File: src/rtl/uart_rx_if.sv
// Consumer-side bundle of the UART receiver: received word, its valid/ready
// handshake, and the per-frame status pulses.
interface uart_rx_if #(
    parameter int N_DATA_BITS = 7
);
    logic [N_DATA_BITS-1:0] o_uart_data;
    logic                   o_uart_data_valid;
    logic                   i_uart_data_ready;
    logic                   o_uart_frame_err;
    logic                   o_uart_overrun;
    logic                   o_uart_busy;

    modport master (
        output o_uart_data,
        output o_uart_data_valid,
        input  i_uart_data_ready,
        output o_uart_frame_err,
        output o_uart_overrun,
        output o_uart_busy
    );

    modport slave (
        input  o_uart_data,
        input  o_uart_data_valid,
        output i_uart_data_ready,
        input  o_uart_frame_err,
        input  o_uart_overrun,
        input  o_uart_busy
    );
endinterface

File: src/rtl/uart_rx.sv
// Oversampling UART receiver: start-bit glitch rejection, mid-bit sampling,
// one-word output buffer with valid/ready handshake, frame-error and overrun pulses.
module uart_rx #(
    parameter int N_DATA_BITS = 7,
    parameter int OVERSAMPLE  = 16
) (
    input  logic      i_uart_clk,
    input  logic      i_uart_reset,
    input  logic      i_uart_en,
    input  logic      i_uart_rx,
    uart_rx_if.master bus
);
    localparam int CNT_W = $clog2(OVERSAMPLE);
    localparam int IDX_W = $clog2(N_DATA_BITS) + 1;

    localparam logic [CNT_W-1:0] HALF_CNT = CNT_W'(OVERSAMPLE / 2 - 1);
    localparam logic [CNT_W-1:0] FULL_CNT = CNT_W'(OVERSAMPLE - 1);
    localparam logic [CNT_W-1:0] CNT_ONE  = CNT_W'(1);
    localparam logic [IDX_W-1:0] LAST_IDX = IDX_W'(N_DATA_BITS - 1);
    localparam logic [IDX_W-1:0] IDX_ONE  = IDX_W'(1);

    localparam logic [1:0] S_IDLE  = 2'd0;
    localparam logic [1:0] S_START = 2'd1;
    localparam logic [1:0] S_DATA  = 2'd2;
    localparam logic [1:0] S_STOP  = 2'd3;

    logic                   r_rx_meta;
    logic                   r_rx_sync;
    logic [1:0]             r_state;
    logic [CNT_W-1:0]       r_tick_cnt;
    logic [IDX_W-1:0]       r_bit_idx;
    logic [N_DATA_BITS-1:0] r_shift;
    logic                   r_wait_high;
    logic [N_DATA_BITS-1:0] r_data;
    logic                   r_data_valid;
    logic                   r_frame_err;
    logic                   r_overrun;
    logic                   w_stop_tick;

    always_ff @(posedge i_uart_clk) begin
        if (i_uart_reset) begin
            r_rx_meta <= 1'b1;
            r_rx_sync <= 1'b1;
        end else begin
            r_rx_meta <= i_uart_rx;
            r_rx_sync <= r_rx_meta;
        end
    end

    assign w_stop_tick = i_uart_en && (r_state == S_STOP) && (r_tick_cnt == FULL_CNT);

    // After a bad stop bit the line may still be low (break); r_wait_high keeps
    // IDLE from treating that as a new start edge until the line returns high.
    always_ff @(posedge i_uart_clk) begin
        if (i_uart_reset) begin
            r_state     <= S_IDLE;
            r_tick_cnt  <= '0;
            r_bit_idx   <= '0;
            r_shift     <= '0;
            r_wait_high <= 1'b0;
        end else if (i_uart_en) begin
            case (r_state)
                S_IDLE: begin
                    if (r_wait_high) begin
                        if (r_rx_sync) begin
                            r_wait_high <= 1'b0;
                        end
                    end else if (!r_rx_sync) begin
                        r_state    <= S_START;
                        r_tick_cnt <= '0;
                    end
                end
                S_START: begin
                    if (r_tick_cnt == HALF_CNT) begin
                        r_tick_cnt <= '0;
                        if (!r_rx_sync) begin
                            r_state   <= S_DATA;
                            r_bit_idx <= '0;
                        end else begin
                            r_state <= S_IDLE;
                        end
                    end else begin
                        r_tick_cnt <= r_tick_cnt + CNT_ONE;
                    end
                end
                S_DATA: begin
                    if (r_tick_cnt == FULL_CNT) begin
                        r_tick_cnt <= '0;
                        r_shift    <= {r_rx_sync, r_shift[N_DATA_BITS-1:1]};
                        if (r_bit_idx == LAST_IDX) begin
                            r_state <= S_STOP;
                        end else begin
                            r_bit_idx <= r_bit_idx + IDX_ONE;
                        end
                    end else begin
                        r_tick_cnt <= r_tick_cnt + CNT_ONE;
                    end
                end
                S_STOP: begin
                    if (r_tick_cnt == FULL_CNT) begin
                        r_tick_cnt <= '0;
                        r_state    <= S_IDLE;
                        if (!r_rx_sync) begin
                            r_wait_high <= 1'b1;
                        end
                    end else begin
                        r_tick_cnt <= r_tick_cnt + CNT_ONE;
                    end
                end
                default: begin
                    r_state <= S_IDLE;
                end
            endcase
        end
    end

    // A word being consumed on the same clock as a new stop bit frees the buffer,
    // so the new word replaces it without an overrun.
    always_ff @(posedge i_uart_clk) begin
        if (i_uart_reset) begin
            r_data       <= '0;
            r_data_valid <= 1'b0;
            r_frame_err  <= 1'b0;
            r_overrun    <= 1'b0;
        end else begin
            r_frame_err <= 1'b0;
            r_overrun   <= 1'b0;
            if (bus.i_uart_data_ready) begin
                r_data_valid <= 1'b0;
            end
            if (w_stop_tick) begin
                if (r_rx_sync) begin
                    if (!r_data_valid || bus.i_uart_data_ready) begin
                        r_data       <= r_shift;
                        r_data_valid <= 1'b1;
                    end else begin
                        r_overrun <= 1'b1;
                    end
                end else begin
                    r_frame_err <= 1'b1;
                end
            end
        end
    end

    assign bus.o_uart_data       = r_data;
    assign bus.o_uart_data_valid = r_data_valid;
    assign bus.o_uart_frame_err  = r_frame_err;
    assign bus.o_uart_overrun    = r_overrun;
    assign bus.o_uart_busy       = (r_state != S_IDLE);
endmodule

File: src/flat_wrapper.sv
// flat-port wrapper written by rule: the top's interface ports become plain ports
module uart_rx_flat 
#(
    parameter int N_DATA_BITS = 7,
    parameter int OVERSAMPLE  = 16
)
  (i_uart_clk, i_uart_reset, i_uart_en, i_uart_rx, bus_o_uart_data, bus_o_uart_data_valid, bus_i_uart_data_ready, bus_o_uart_frame_err, bus_o_uart_overrun, bus_o_uart_busy);
  uart_rx_if #(.N_DATA_BITS(N_DATA_BITS)) bus_i ();
  input  logic i_uart_clk;
  input  logic i_uart_reset;
  input  logic i_uart_en;
  input  logic i_uart_rx;
  output wire logic [$bits(bus_i.o_uart_data)-1:0] bus_o_uart_data;
  output wire logic [$bits(bus_i.o_uart_data_valid)-1:0] bus_o_uart_data_valid;
  input wire logic [$bits(bus_i.i_uart_data_ready)-1:0] bus_i_uart_data_ready;
  output wire logic [$bits(bus_i.o_uart_frame_err)-1:0] bus_o_uart_frame_err;
  output wire logic [$bits(bus_i.o_uart_overrun)-1:0] bus_o_uart_overrun;
  output wire logic [$bits(bus_i.o_uart_busy)-1:0] bus_o_uart_busy;
  assign bus_o_uart_data = bus_i.o_uart_data;
  assign bus_o_uart_data_valid = bus_i.o_uart_data_valid;
  assign bus_i.i_uart_data_ready = bus_i_uart_data_ready;
  assign bus_o_uart_frame_err = bus_i.o_uart_frame_err;
  assign bus_o_uart_overrun = bus_i.o_uart_overrun;
  assign bus_o_uart_busy = bus_i.o_uart_busy;
  uart_rx #(.N_DATA_BITS(N_DATA_BITS), .OVERSAMPLE(OVERSAMPLE)) u_core (.i_uart_clk(i_uart_clk), .i_uart_reset(i_uart_reset), .i_uart_en(i_uart_en), .i_uart_rx(i_uart_rx), .bus(bus_i));
endmodule
File: config.mk
export PLATFORM = sky130hd
export DESIGN_NAME = uart_rx_flat
export DESIGN_NICKNAME = d
export VERILOG_FILES = /design/src/rtl/uart_rx_if.sv /design/src/rtl/uart_rx.sv /design/src/flat_wrapper.sv
export SDC_FILE = /design/constraint.sdc
export NUM_CORES = 1
export LEC_CHECK = 0
export BUFFER_PORTS_ARGS = -buffer_cell sky130_fd_sc_hd__buf_2
export CAP_MARGIN = 10
export CORE_MARGIN = 3
export CORE_UTILIZATION = 40
export DETAILED_ROUTE_END_ITERATION = 7
export GPL_TIMING_DRIVEN = 1
export PLACE_DENSITY_LB_ADDON = 0.1
export RECOVER_POWER = 100
export SYNTH_ARGS = -nofsm -noshare
export SYNTH_HDL_FRONTEND = slang
export SYNTH_SLANG_ARGS = --single-unit
File: constraint.sdc
create_clock -name i_uart_clk -period 1.7 [get_ports i_uart_clk]
set_input_delay 0.255 -clock i_uart_clk [delete_from_list [all_inputs] [get_ports i_uart_clk]]
set_output_delay 0.255 -clock i_uart_clk [all_outputs]
set_load 0.05 [all_outputs]
Yosys cells after proc, flatten, opt, wreduce, memory -nomap -nowiden
Index checks and enable logic that the tools add are counted.
{ "word_totals": {"ff_bits": 30, "inputBits": 5, "output_inout_bits": 11} }
{ "op_classes": {"addsub": 2, "n_eq_ne": 15, "n_mux": 27, "bitwise": 2, "reduce_logical": 17} }
{ "ops": {"columns": ["op", "n"], "rows": [
  ["$mux W4", 7],
  ["$mux W2", 7],
  ["$ne A2 B2 Y1 const B", 6],
  ["$pmux W4 S3", 1],
  ["$mux W1", 9],
  ["$reduce_and A3 Y1", 3],
  ["$add A4 B1 Y4 const B", 2],
  ["$eq A4 B3 Y1 const B", 2],
  ["$pmux W2 S4", 1],
  ["$pmux W4 S2", 1],
  ["$reduce_and A7 Y1", 1],
  ["$ne A2 B1 Y1 const B", 3],
  ["$reduce_and A6 Y1", 1],
  ["$reduce_bool A2 Y1", 3],
  ["$eq A2 B2 Y1 const B", 2],
  ["$eq A4 B4 Y1 const B", 1],
  ["$reduce_and A4 Y1", 1],
  ["$reduce_or A2 Y1", 2],
  ["$reduce_or A3 Y1", 1],
  ["$eq A2 B1 Y1 const B", 1],
  ["$logic_and A1 B1 Y1", 2],
  ["$logic_not A2 Y1", 1],
  ["$not A1 Y1", 2],
  ["$pmux W1 S2", 1],
  ["2 further kinds", 2]
]} }

Depth between registers and ports, before layout
{ "depth": {"word_depth": 5, "ltp_mapped": 7, "ltp_nobuf": 6} }

Worst setup path before layout
OpenSTA, ideal clock, no wires.
{ "synth_timing": {"kind": "flip-flop to flip-flop", "from": "register u_core.r_state[0]", "to": "register u_core.r_state[0]", "setup_ns": 0.131, "arrival_time_ns": 1.589, "path_slack_ns": -0.020, "path_stages_with_launch": 8, "period_less_slack_ns": 1.720, "path_cell_list": "dfxtp_1 > inv_1 > ha_1 > buf_6 > nor3_1 > a211o_1 > nor4b_1 > a211oi_1"} }
{ "synth_via": {"elab_chain_len": 3} }
{ "synth_lines": {"columns": ["element", "line", "rtl"], "rows": [
  ["start, declared", "uart_rx.sv:29", "logic [1:0] r_state;"],
  ["start signal, assigned", "uart_rx.sv:56", "r_state <= S_IDLE;"],
  ["start signal, assigned", "uart_rx.sv:69", "r_state <= S_START;"],
  ["start signal, assigned", "uart_rx.sv:77", "r_state <= S_DATA;"],
  ["$eq A2 B2 Y1, or another cell as far along", "uart_rx.sv:62", "case (r_state)"],
  ["$ne A2 B2 Y1 (no source line) or $ne A2 B1 Y1 (tied branches)", null, null],
  ["$reduce_and A7 Y1 (no source line)", null, null]
]} }
Parallel ways exist; a longest one is shown, timed or not.
A chain may end at the register's enable or synchronous reset.

==> run metrics <==
total die area=4350 um^2; final number of hold-violating endpoints=0; CORE AREA=~3400 um^2; Peak VDD IR=slightly below 0.4 mV; clock-pin transition on the worst setup and hold timing paths=roughly 0.090 ns; total iterations of the first detailed-routing run=4; static leakage=approximately 0.64 nW; CTS max path bufs=2; CP startpoint kind=flop; Slew @ Worst Pin=roughly 0.60 ns; Chip Height=roughly 66 um; # clock sinks=30; Post-Syn Area per Cell=between 9 and 10 um^2; Seq cells post-synth=30; max-slew violation count=0; reg2reg path depth=6; gr usage total=0.155; final net count=roughly 200; Max Freq=slightly above 600 MHz; most common cell after layout, fill and taps aside=dfxtp_1; cts hold-fix bufs=0; Worst Path Max Fanout=7; Placement Setup Slack=-0.0656 ns; kind of critical path=flop to flop; reg2reg setup slack=slightly above 0.07 ns; via count=approximately 1,200; RSZ-0062 raised after global routing=true; largest net degree at the start of global routing=18; Post-Syn Area=1440 um^2; clock root buffer=clkbuf_4; Placed Area=~1700 um^2; Net Count, Synth=around 170; total of max-cap violations=0; CP Capture Type=flop; IO Port Bufs=15; Worst Path Required=1.89 ns; Pwr Density=between 700 and 800 nW/um^2; Primary FF master, synth=dfxtp_1; share of flip-flops with an asynchronous set or reset=0; # setup viols final=0; first-pass GRT wire length=5190 um; Netlist cell types=between 40 and 50; initial DRC count=40; clk_skew=0.00817 ns; initial antenna violation count=0; Final period util=0.958; synthesis-to-layout area growth=25.5%; clock latency on the worst-skew pair=0.33 ns; Post-synth EDFFs=0; Via density=slightly above 5; CTS H-tree depth=2; Tmin final=roughly 1.6 ns; initial core utilization=0.425; die width=66.0 um; I/O Pins=16; r2r endpoint=u_core.bus.o_uart_data[1]; hold crit path type=input port to flop; row count=21; setup ws final=about 0.071 ns; # DRC=0; layout cells sized above 1=0.268; yosys warns=0; Antenna Cells=0; relative slew slack=0.603; drt total wl=between 3000 and 4000 um; post-layout util=0.533; post-synthesis sequential area ratio=0.417; hpwl dp=~2200 um; total gr overflow=0; WP data arrival=1.82 ns; Final Cell Area=1810 um^2; GP Congestion=slightly below 0.8; FILL cells=around 320; outcome=finished clean; number of post-CTS setup repair buffers=0; Final ANT Viol Nets=0; vias in the first global route=approximately 1,100; most frequent cells in the layout=25 x dfxtp_1, 17 x nor2_1, 16 x mux2i_1; Syn Inst Count=154; per-cell routed wire length=between 10 and 15 um; CTS tree=done; TritonCTS Buffers=5; Setup crit end=u_core.bus.o_uart_data[1]
-- state kept, by name, summed over array words and instances, names as in the netlist, named ones only --
signal / cells
u_core.r_shift: 7
u_core.bus.o_uart_data_valid: 1
u_core.r_state: 1
u_core.r_rx_meta: 1
u_core.r_rx_sync: 1
u_core.r_bit_idx: 4
u_core.bus.o_uart_data: 7
u_core.r_tick_cnt: 4
u_core.bus.o_uart_overrun: 1
u_core.r_wait_high: 1
u_core.bus.o_uart_frame_err: 1
-- kinds of logic after synthesis --
family / synth area share
simple gates: 0.248
flops: 0.417
buf+inv: 0.0426
compound gates: 0.111
fa+ha+maj: 0.0696
mux: 0.111
-- power by group --
part | leakage (nW) | total [W] | internal [W] | switching, W
Combinational | 0.347 | 0.0000899 | 0.0000372 | 0.0000527
Clock | 0.0446 | 0.000523 | 0.000282 | 0.000240
Sequential | 0.245 | 0.000711 | 0.000706 | 0.00000493
-- cell usage after synthesis (2+ instances only) --
cell type   n  area share
nand2b_1    4       0.017
nor2_1     17       0.044
o31ai_1     2       0.010
nand3_1     7       0.024
dfxtp_1    30        0.42
a211oi_1    3       0.016
nand4_1     2      0.0087
or2_2       2      0.0087
inv_1       6       0.016
mux2i_1    16        0.11
or3_1       2      0.0087
nor4b_1     2       0.012
clkbuf_1    3      0.0078
a21oi_1     6       0.021
ha_1        8       0.070
and2_1      2      0.0087
nor3_1      5       0.017
nand2_1     9       0.023
o21ai_0     5       0.017
nand4b_1    2       0.012
-- final cells by class --
| cell class | count | area [um^2] | area share |
|---|---|---|---|
| Multi-Input combinational cell | 111 | 866 | 0.480 |
| Tap cell | 46 | 57.6 | 0.0319 |
| Clock buffer | 8 | 78.8 | 0.0437 |
| Timing Repair Buffer | 28 | 171 | 0.0949 |
| Sequential cell | 30 | 609 | 0.337 |
| Inverter | 6 | 22.5 | 0.0125 |
-- per-layer routing --
metal | vias to the layer above | GRT usage | wire [um]
met4 | 0 | 0.0457 | 9
met5 | - | 0 | 0
li1 | 607 | - | -
met1 | 544 | 0.199 | 1460
met3 | 2 | 0.0578 | 129
met2 | 19 | 0.243 | 1420
-- worst min-delay path by stage --
stage | startpoint | endpoint | cells after the start | slack (ns)
CTS | i_uart_rx | u_core.r_rx_meta | 2 | 0.1
detailed placement | u_core.r_rx_meta | u_core.r_rx_sync | 1 | 0.40
global placement | u_core.r_rx_meta | u_core.r_rx_sync | 1 | 0.40
global route | i_uart_rx | u_core.r_rx_meta | 2 | 0.09
finish | i_uart_rx | u_core.r_rx_meta | 2 | 0.11
floorplan | i_uart_rx | u_core.r_rx_meta | 1 | 0.36
-- worst max-delay path, cell delays in order, from the launching register on --
cell	delay, ns
dfxtp_2	0.39
ha_2	0.25
nand2_1	0.13
nor4b_2	0.23
buf_4	0.23
mux2i_1	0.21
nor2_1	0.05
-- stage by stage --
stage | hold WS, ns | total power, W | TNS (ns) | instances
global placement | 0.400 | 0.000806 | -0.0247 | 221
global route | 0.0938 | 0.00138 | -0.0613 | 229
CTS | 0.0975 | 0.00134 | 0 | 229
floorplan | 0.359 | 0.000779 | 0 | 154
detailed placement | 0.396 | 0.000808 | -0.134 | 221
finish | 0.113 | 0.00132 | 0 | 229
-- timing repair --
| action | in CTS | in global routing |
|---|---|---|
| pin swaps | 0 | 5 |
| setup endpoints to repair | 5 | 13 |
| gates resized for setup | 11 | 9 |
Power figures use the tool's default switching activity.
